### config.mk
export PLATFORM = sky130hd
export DESIGN_NAME = led_mode_controller_flat
export DESIGN_NICKNAME = d
export VERILOG_FILES = /design/src/rtl/led_mode_controller_if.sv /design/src/rtl/led_mode_controller.sv /design/src/flat_wrapper.sv
export SDC_FILE = /design/constraint.sdc
export NUM_CORES = 1
export LEC_CHECK = 0
export BUFFER_PORTS_ARGS = -buffer_cell sky130_fd_sc_hd__buf_2
export CAP_MARGIN = 20
export CORE_ASPECT_RATIO = 0.7
export CORE_MARGIN = 2
export CORE_UTILIZATION = 36
export DETAILED_ROUTE_END_ITERATION = 10
export MAX_ROUTING_LAYER = met4
export PLACE_DENSITY = 0.55
export SLEW_MARGIN = 20
export SYNTH_ARGS = -nofsm -noshare
export SYNTH_HDL_FRONTEND = slang
export SYNTH_SLANG_ARGS = --single-unit
### constraint.sdc
create_clock -name clk_200mhz -period 3.1 [get_ports clk_200mhz]
set_input_delay 0.155 -clock clk_200mhz [delete_from_list [all_inputs] [get_ports clk_200mhz]]
set_output_delay 0.155 -clock clk_200mhz [all_outputs]
set_load 0.005 [all_outputs]
### src/rtl/led_mode_controller_if.sv
// Pin-side bundle for the LED sequencer: raw button in, LED pattern, mode and step tick out.
interface led_mode_controller_if;
  logic       button;
  logic [7:0] led;
  logic [1:0] mode;
  logic       tick;

  modport master (input button, output led, output mode, output tick);
  modport slave  (output button, input led, input mode, input tick);
endinterface

### src/rtl/led_mode_controller.sv
// Button-driven LED pattern sequencer: synchronizes and debounces the button, classifies
// short/long presses, and steps a 4-mode pattern engine (up, down, ping-pong, hold) on a divided tick.
module led_mode_controller #(
  parameter int unsigned TICK_DIV        = 10000000,
  parameter int unsigned DEBOUNCE_CYCLES = 1000000,
  parameter int unsigned LONG_CYCLES     = 200000000
) (
  input  logic                  clk_200mhz,
  input  logic                  reset,
  led_mode_controller_if.master pins
);

  localparam int unsigned TW = $clog2(TICK_DIV);
  localparam int unsigned DW = (DEBOUNCE_CYCLES > 1) ? $clog2(DEBOUNCE_CYCLES) : 1;
  localparam int unsigned PW = $clog2(LONG_CYCLES + 1);

  localparam logic [TW-1:0] TICK_LAST = TW'(TICK_DIV - 1);
  localparam logic [DW-1:0] DB_LAST   = DW'(DEBOUNCE_CYCLES - 1);
  localparam logic [PW-1:0] LONG_VAL  = PW'(LONG_CYCLES);
  localparam logic [PW-1:0] LONG_LAST = PW'(LONG_CYCLES - 1);

  typedef enum logic [1:0] {
    MODE_UP    = 2'd0,
    MODE_DOWN  = 2'd1,
    MODE_SHIFT = 2'd2,
    MODE_HOLD  = 2'd3
  } mode_t;

  typedef enum logic {
    DIR_LEFT  = 1'b0,
    DIR_RIGHT = 1'b1
  } dir_t;

  logic          sync1, sync2, stable;
  logic [DW-1:0] db_cnt;
  logic [PW-1:0] press_timer;
  logic          db_accept, press_edge, release_edge;
  logic          long_press, short_press, tick, led_onehot;

  logic [TW-1:0] tick_cnt, tick_cnt_d;
  mode_t         mode_q, mode_d;
  dir_t          dir_q, dir_d;
  logic [7:0]    led_q, led_d;

  // Button is active-low; stable = 1 means released.
  assign db_accept    = (sync2 != stable) && (db_cnt == DB_LAST);
  assign press_edge   = db_accept && !sync2;
  assign release_edge = db_accept && sync2;
  assign long_press   = !stable && (press_timer == LONG_LAST);
  // A saturated timer marks a press already consumed as long, so its release is ignored.
  assign short_press  = release_edge && (press_timer != LONG_VAL);
  assign tick         = (tick_cnt == TICK_LAST);
  assign led_onehot   = (led_q != '0) && ((led_q & (led_q - 8'd1)) == '0);

  always_ff @(posedge clk_200mhz or posedge reset) begin
    if (reset) begin
      sync1       <= 1'b1;
      sync2       <= 1'b1;
      stable      <= 1'b1;
      db_cnt      <= '0;
      press_timer <= '0;
    end else begin
      sync1 <= pins.button;
      sync2 <= sync1;
      if (db_accept) begin
        stable <= sync2;
        db_cnt <= '0;
      end else if (sync2 != stable) begin
        db_cnt <= db_cnt + 1'b1;
      end else begin
        db_cnt <= '0;
      end
      if (press_edge) begin
        press_timer <= '0;
      end else if (!stable && (press_timer != LONG_VAL)) begin
        press_timer <= press_timer + 1'b1;
      end
    end
  end

  always_ff @(posedge clk_200mhz or posedge reset) begin
    if (reset) begin
      tick_cnt <= '0;
      mode_q   <= MODE_UP;
      dir_q    <= DIR_LEFT;
      led_q    <= '0;
    end else begin
      tick_cnt <= tick_cnt_d;
      mode_q   <= mode_d;
      dir_q    <= dir_d;
      led_q    <= led_d;
    end
  end

  always_comb begin
    mode_d     = mode_q;
    dir_d      = dir_q;
    led_d      = led_q;
    tick_cnt_d = tick ? '0 : tick_cnt + 1'b1;

    // A mode change or reload wins over a coincident step and restarts the tick period.
    if (short_press || long_press) begin
      tick_cnt_d = '0;
      if (short_press) begin
        mode_d = mode_t'(mode_q + 2'd1);
      end
      unique case (mode_d)
        MODE_UP:    led_d = '0;
        MODE_DOWN:  led_d = '1;
        MODE_SHIFT: begin
          led_d = 8'h01;
          dir_d = DIR_LEFT;
        end
        MODE_HOLD:  led_d = led_q;
      endcase
    end else if (tick) begin
      unique case (mode_q)
        MODE_UP:    led_d = led_q + 8'd1;
        MODE_DOWN:  led_d = led_q - 8'd1;
        MODE_SHIFT: begin
          if (!led_onehot) begin
            led_d = 8'h01;
            dir_d = DIR_LEFT;
          end else if (dir_q == DIR_LEFT) begin
            if (led_q == 8'h80) begin
              led_d = 8'h40;
              dir_d = DIR_RIGHT;
            end else begin
              led_d = led_q << 1;
            end
          end else begin
            if (led_q == 8'h01) begin
              led_d = 8'h02;
              dir_d = DIR_LEFT;
            end else begin
              led_d = led_q >> 1;
            end
          end
        end
        MODE_HOLD:  led_d = led_q;
      endcase
    end
  end

  assign pins.led  = led_q;
  assign pins.mode = mode_q;
  assign pins.tick = tick;

endmodule

### src/flat_wrapper.sv
// flat-port wrapper written by rule: the top's interface ports become plain ports
module led_mode_controller_flat 
#(
  parameter int unsigned TICK_DIV        = 10000000,
  parameter int unsigned DEBOUNCE_CYCLES = 1000000,
  parameter int unsigned LONG_CYCLES     = 200000000
)
  (clk_200mhz, reset, pins_button, pins_led, pins_mode, pins_tick);
  led_mode_controller_if pins_i ();
  input  logic clk_200mhz;
  input  logic reset;
  input wire logic [$bits(pins_i.button)-1:0] pins_button;
  output wire logic [$bits(pins_i.led)-1:0] pins_led;
  output wire logic [$bits(pins_i.mode)-1:0] pins_mode;
  output wire logic [$bits(pins_i.tick)-1:0] pins_tick;
  assign pins_i.button = pins_button;
  assign pins_led = pins_i.led;
  assign pins_mode = pins_i.mode;
  assign pins_tick = pins_i.tick;
  led_mode_controller #(.TICK_DIV(TICK_DIV), .DEBOUNCE_CYCLES(DEBOUNCE_CYCLES), .LONG_CYCLES(LONG_CYCLES)) u_core (.clk_200mhz(clk_200mhz), .reset(reset), .pins(pins_i));
endmodule
; Word-level counts from Yosys, hierarchy flattened
; Cells that the tools add are included.
[totals]
output_inout_bits = 11
ramBits = 0
word_cells = 75
mem_bits_ro = 0
latch_bits = 0
reg_bits = 86
in_bits = 3
n_memories = 0
[classes]
n_bitwise = 1
eq_ne = 16
n_reduce_logical = 19
shifts = 0
mul = 0
mux = 24
magnitude_cmp = 0
div = 0
add_sub_neg = 6
[op_table]
columns = op, n
row1 = 28-bit two-way mux, 2
row2 = 24-bit two-way mux, 2
row3 = 8-bit case mux with 3 select lines, 2
row4 = 20-bit two-way mux, 2
row5 = 8-bit two-way mux, 5
row6 = "28-bit by 1-bit adder with 28-bit output, second input constant", 1
row7 = "28-bit equality test, second input constant", 1
row8 = "28-bit inequality test, second input constant", 1
row9 = "24-bit by 1-bit adder with 24-bit output, second input constant", 1
row10 = "24-bit equality test, second input constant", 1
row11 = "20-bit by 1-bit adder with 20-bit output, second input constant", 1
row12 = "20-bit equality test, second input constant", 1
row13 = "8-bit by 1-bit adder with 8-bit output, second input constant", 1
row14 = 8-bit AND, 1
row15 = "2-bit equality test, second input constant", 4
row16 = "8-bit by 1-bit equality test with 1-bit output, second input constant", 1
row17 = "8-bit equality test, second input constant", 1
row18 = 8-bit logical NOT, 1
row19 = 1-bit two-way mux, 8
row20 = 8-bit nonzero test, 1
row21 = "8-bit by 1-bit subtractor with 8-bit output, second input constant", 1
row22 = 1-bit logical AND, 7
row23 = 7-bit two-way mux, 1
row24 = 3-bit AND reduction, 2
row25 = other kinds (10), 17

; Logic depth before layout (Yosys ltp)
[depth]
word_depth = 9
mapped_depth = 13
mapped_depth_nobuf = 12

; Least setup slack after synthesis
; Ideal clock, no wire load.
[synth_path]
kind = register to register
startpoint = register u_core.led_q[0], in the netlist u_core.pins.led[0]
endpoint = register u_core.led_q[1], in the netlist u_core.pins.led[1]
stages_incl_launch_ff = 14
setup_time_ps = 86
synth_period_minus_slack_ps = 3033
n_path_buf = 1
t_required_ps = 3014
arrival_ps = 2946
slack_ps = 67
cell_sequence = dfrtp_1 -> clkbuf_1 -> inv_1 -> ha_1 -> nor3b_1 -> inv_1 -> or3_1 -> ha_1 -> or4_1 -> a211oi_2 -> nand2_1 -> a211oi_1 -> a2111oi_1 -> nor3_1
[synth_via]
elab_chain_cells = 8
elab_cells_between_ends = 15
cone_classes = 2 x add/sub / 2 x eq/ne / 7 x mux / 1 x bitwise / 3 x reduce/logical
[synth_lines]
columns = item, line_no
row1 = "start, declared", led_mode_controller.sv:43  ; logic [7:0] led_q, led_d;
row2 = "start signal, assigned", led_mode_controller.sv:91  ; led_q <= led_d;
row3 = 8-bit by 1-bit subtractor with 8-bit output, "led_mode_controller.sv:53, led_mode_controller.sv:119"
row4 = 8-bit AND, led_mode_controller.sv:53  ; assign led_onehot = (led_q != '0) && ((led_q & (led_q - 8'd1)) == '0);
row5 = 8-bit logical NOT, led_mode_controller.sv:53
row6 = 1-bit logical AND, led_mode_controller.sv:53
row7 = 8-bit two-way mux, led_mode_controller.sv:121  ; if (!led_onehot) begin
row8 = 8-bit case mux with 3 select lines *, led_mode_controller.sv:117  ; unique case (mode_q)
row9 = 8-bit two-way mux *, led_mode_controller.sv:116  ; end else if (tick) begin
row10 = 8-bit two-way mux *, led_mode_controller.sv:102  ; if (short_press || long_press) begin
; Mark *: on every way between the ends. The rest lies on a longest branch, timed or not. The select of a mux whose other input is x is not followed.
; A chain may end at the register's enable or synchronous reset.

; Worst setup path after layout
[layout_path]
startpoint = register u_core.led_q[1], in the netlist u_core.pins.led[1]
endpoint = register u_core.led_q[1], in the netlist u_core.pins.led[1]
; The elaborated chain is that of the path after synthesis.

==> flow_metrics.py <==
metrics = {
    "detailed_routing": {
        "via_per_inst": 5.107,
        "firstDrtPassIters": 5,
        "post_drt_wl_per_cell_um": 14.42,
        "ant_nets": 0,
        "drc": 0,
        "dr.max_layer_used": "met4",
        "wl_met2_um": 4611,
        "wl_um": 11030,
        "drt-initial-drc-count": 267,
        "vias": 3907,
        "drt-met1-wl_um": 6037,
        "routed-wl-met3_um": 366,
    },
    "logic_synthesis": {
        "yosysWarnings": 0,
        "synthArstFlopShare": 1.000,
        "yosys_most_used_dff": "dfrtp_1",
        "synthTopCellsByCount": "101 x nor2_1, 83 x dfrtp_1, 39 x xor2_1",
        "synth_top_area_frac": 0.4101,
        "postSynthAreaPerCell_um2": 9.242,
        "synth_area_leaders": "dfrtp_1 41%, nor2_1 7.5%, xor2_1 6.7%",
        "post_synth_num_cell_types": 61,
        "synthCells": 548,
        "synthesis.area_um2": 5065,
        "synth_nets": 570,
        "ys_ff_latch": 86,
        "yosys.area.top_type": "dfrtp_1",
        "synth.most_common_cell": "nor2_1",
        "yosysSeqAreaShare": 0.4256,
        "synth_edf_count": 0,
    },
    "power": {
        "power_density_nw_per_um2": 399.1,
        "power.leakage_nw": 2.501,
        "irDropWorstVdd_mv": 0.2337,
    },
    "cells_and_area": {
        "diodes": 0,
        "layout-drive-gt1-share": 0.1217,
        "fin_cells": 765,
        "num-nets-final": 592,
        "syn_to_final_growth_pct": 12.90,
    },
    "global_routing": {
        "grt_max_degree": 46,
        "antenna_found_initial": 0,
        "overflow": 0,
        "grt_pass1_vias": 3683,
        "grt_first_pass_wirelength_um": 18730,
        "groute.usage.overall": 0.1582,
    },
    "clock_tree": {
        "clk_pin_slew_ps": 60,
        "cts_buffer_depth": 2,
        "clkLatencyLatePin_ps": 340,
        "post_cts_buffers": 0,
        "cts_root_buffer": "clkbuf_16",
        "numCtsBuffers": 9,
        "cts_tree": "built",
        "clock-sinks": 86,
        "htree_levels": 3,
    },
    "timing": {
        "skew_ps": 8.641,
        "period_needed_ps": 2873,
        "period_share": 0.9268,
        "clock.fmax_ghz": 0.3481,
        "finalHoldViolCount": 0,
        "finalMaxSlewViolations": 0,
        "tightest_slew_ps": 791.6,
        "setup_tns_ps": 0,
        "rsz0062_at_grt": "no",
        "setup_viol": 0,
        "slew_headroom": 0.4674,
    },
    "floorplan": {
        "die_w_um": 145.8,
        "die-area_um2": 15050,
        "die_h_um": 103.2,
        "placementRows": 36,
        "core-area_um2": 13830,
        "num_io_pins": 14,
        "initial_utilization": 0.3663,
    },
    "placed_design": {
        "dpl.hpwl_um": 7870,
        "finalWeightedCongestion": 0.9230,
        "io_buffers": 13,
        "dp.cells": 747,
    },
    "setup_path": {
        "worstSetupStartpointType": "flop",
        "cp_max_fo": 5,
        "critPathKind": "flop to flop",
        "regToRegStartpoint": "u_core.pins.led[1]",
        "critPathArrivalTime_ps": 3130,
        "required_ps": 3350,
        "end_kind": "flop",
        "startpoint": "u_core.pins.led[1]",
    },
    "min_path": {
        "hold_start": "u_core.sync1",
        "hp-class": "flop to flop",
    },
    "status": {
        "outcome": "finished, final reports clean",
    },
    "flow_run": {
        "drv_cap": 0,
    },
}
-- area by class of cell --
type,count,area [um2]
timing repair buffer,28,182.7
inverter,23,87.58
fill,1377,8110
clock inverter,7,80.08
multi-input combinational,422,2749
clock buffer,9,225.2
tap,190,237.7
sequential,86,2156
-- sequential cells by signal (all words and copies together), names as in the netlist --
name	flops
u_core.db_cnt	20
u_core.dir_q	1
u_core.pins.led	8
u_core.pins.mode	2
u_core.press_timer	28
u_core.stable	1
u_core.sync1	1
u_core.sync2	1
u_core.tick_cnt	24
-- worst paths after layout --
kind / cells past startpoint / slack (ps) / to
worst max register to register: 12 / 230 / u_core.pins.led[1]
worst min register to register: 0 / 360 / u_core.sync2
min in group asynchronous: 3 / 470 / u_core.db_cnt[15]
worst min-delay path: 0 / 360 / u_core.sync2
worst max-delay path: 12 / 230 / u_core.pins.led[1]
max in group asynchronous: 4 / 1790 / u_core.stable
-- cell usage in the layout, fill, tap and decap left out, types with 2 or more instances in the layout --
cell             n
nor3_2           3
nor3_1          27
nand2_1         38
nand3_1         31
nand2b_1         5
nor4_4           2
nor2b_1          3
a31oi_1          2
clkbuf_16        9
o221ai_1         2
and4_1           5
or4_4            2
and3_1          11
buf_4           13
clkinvlp_4       2
nor4b_1          4
and4b_1          2
nor2_1         101
nand4b_1         4
or4_2            2
dfstp_2          3
or3_1            3
dfrtp_1         83
mux2i_1          6
buf_2           13
o21ai_0          5
xnor2_1         36
or4_1            2
xor2_1          39
and2_1           2
ha_1            19
a21oi_1          8
inv_1           22
dlygate4sd3_1    2
inv_6            4
or2_2            2
nor4_1           9
nand4_1         20
and3b_1          2
mux2_2           2
-- routing by layer --
metal | vias to the layer above | track usage
met1 | 1899 | 0.2378
met2 | 63 | 0.2177
li1 | 1942 | -
met4 | 0 | 0.02715
met5 | - | -
met3 | 3 | 0.03596
-- stage by stage --
stage / instance area, um2 / total power, W / hold slack [ps] / utilization / setup WS, ps
2_1_floorplan: 5065 / 0.001177 / 159.5 / - / 67.49
3_3_place_gp: 5380 / 0.001190 / 262.0 / 0.3891 / 212.2
3_5_place_dp: 5380 / 0.001191 / 261.6 / 0.3891 / 111.6
4_1_cts: 5705 / 0.002320 / 359.0 / 0.4126 / 104.4
5_1_grt: 5718 / 0.002372 / 363.8 / 0.4135 / 42.20
6_report: 5718 / 0.002282 / 357.4 / 0.4135 / 227.0
-- logic make-up after synthesis --
| kind of cell | count (synthesis) | share of synthesized area |
|---|---|---|
| buffers and inverters | 40 | 0.03409 |
| adders and majority gates | 19 | 0.04694 |
| muxes | 8 | 0.01630 |
| and+or+nand+nor | 289 | 0.3019 |
| AOI/OAI and AO/OA | 31 | 0.04546 |
| DFF | 86 | 0.4256 |
| xor gates and xnor gates | 75 | 0.1297 |
-- what timing repair did --
item / CTS / global route
endpoints found under the hold margin: 42 / 0
gates resized for setup: 0 / 2
setup endpoints to repair: 0 / 7
hold buffers: 2 / 0
-- power by group --
group	total (W)	internal [W]	switching, W
logic	0.0000365	0.00000788	0.0000286
registers	0.00113	0.00113	0.00000507
clock network	0.00111	0.000636	0.000477
total	0.00228	0.00177	0.000511
-- critical path, cell delays in order, from the launching register on --
cell and delay (ps):
dfrtp_1 380, inv_1 90, ha_1 160, nor3b_2 190, inv_1 80, or3_1 320, ha_1 180, or4_1 450
a211oi_4 280, nand2_1 130, a211oi_1 280, a2111oi_1 90, nor3_1 160
No activity file was read; power rests on OpenSTA's default activity.
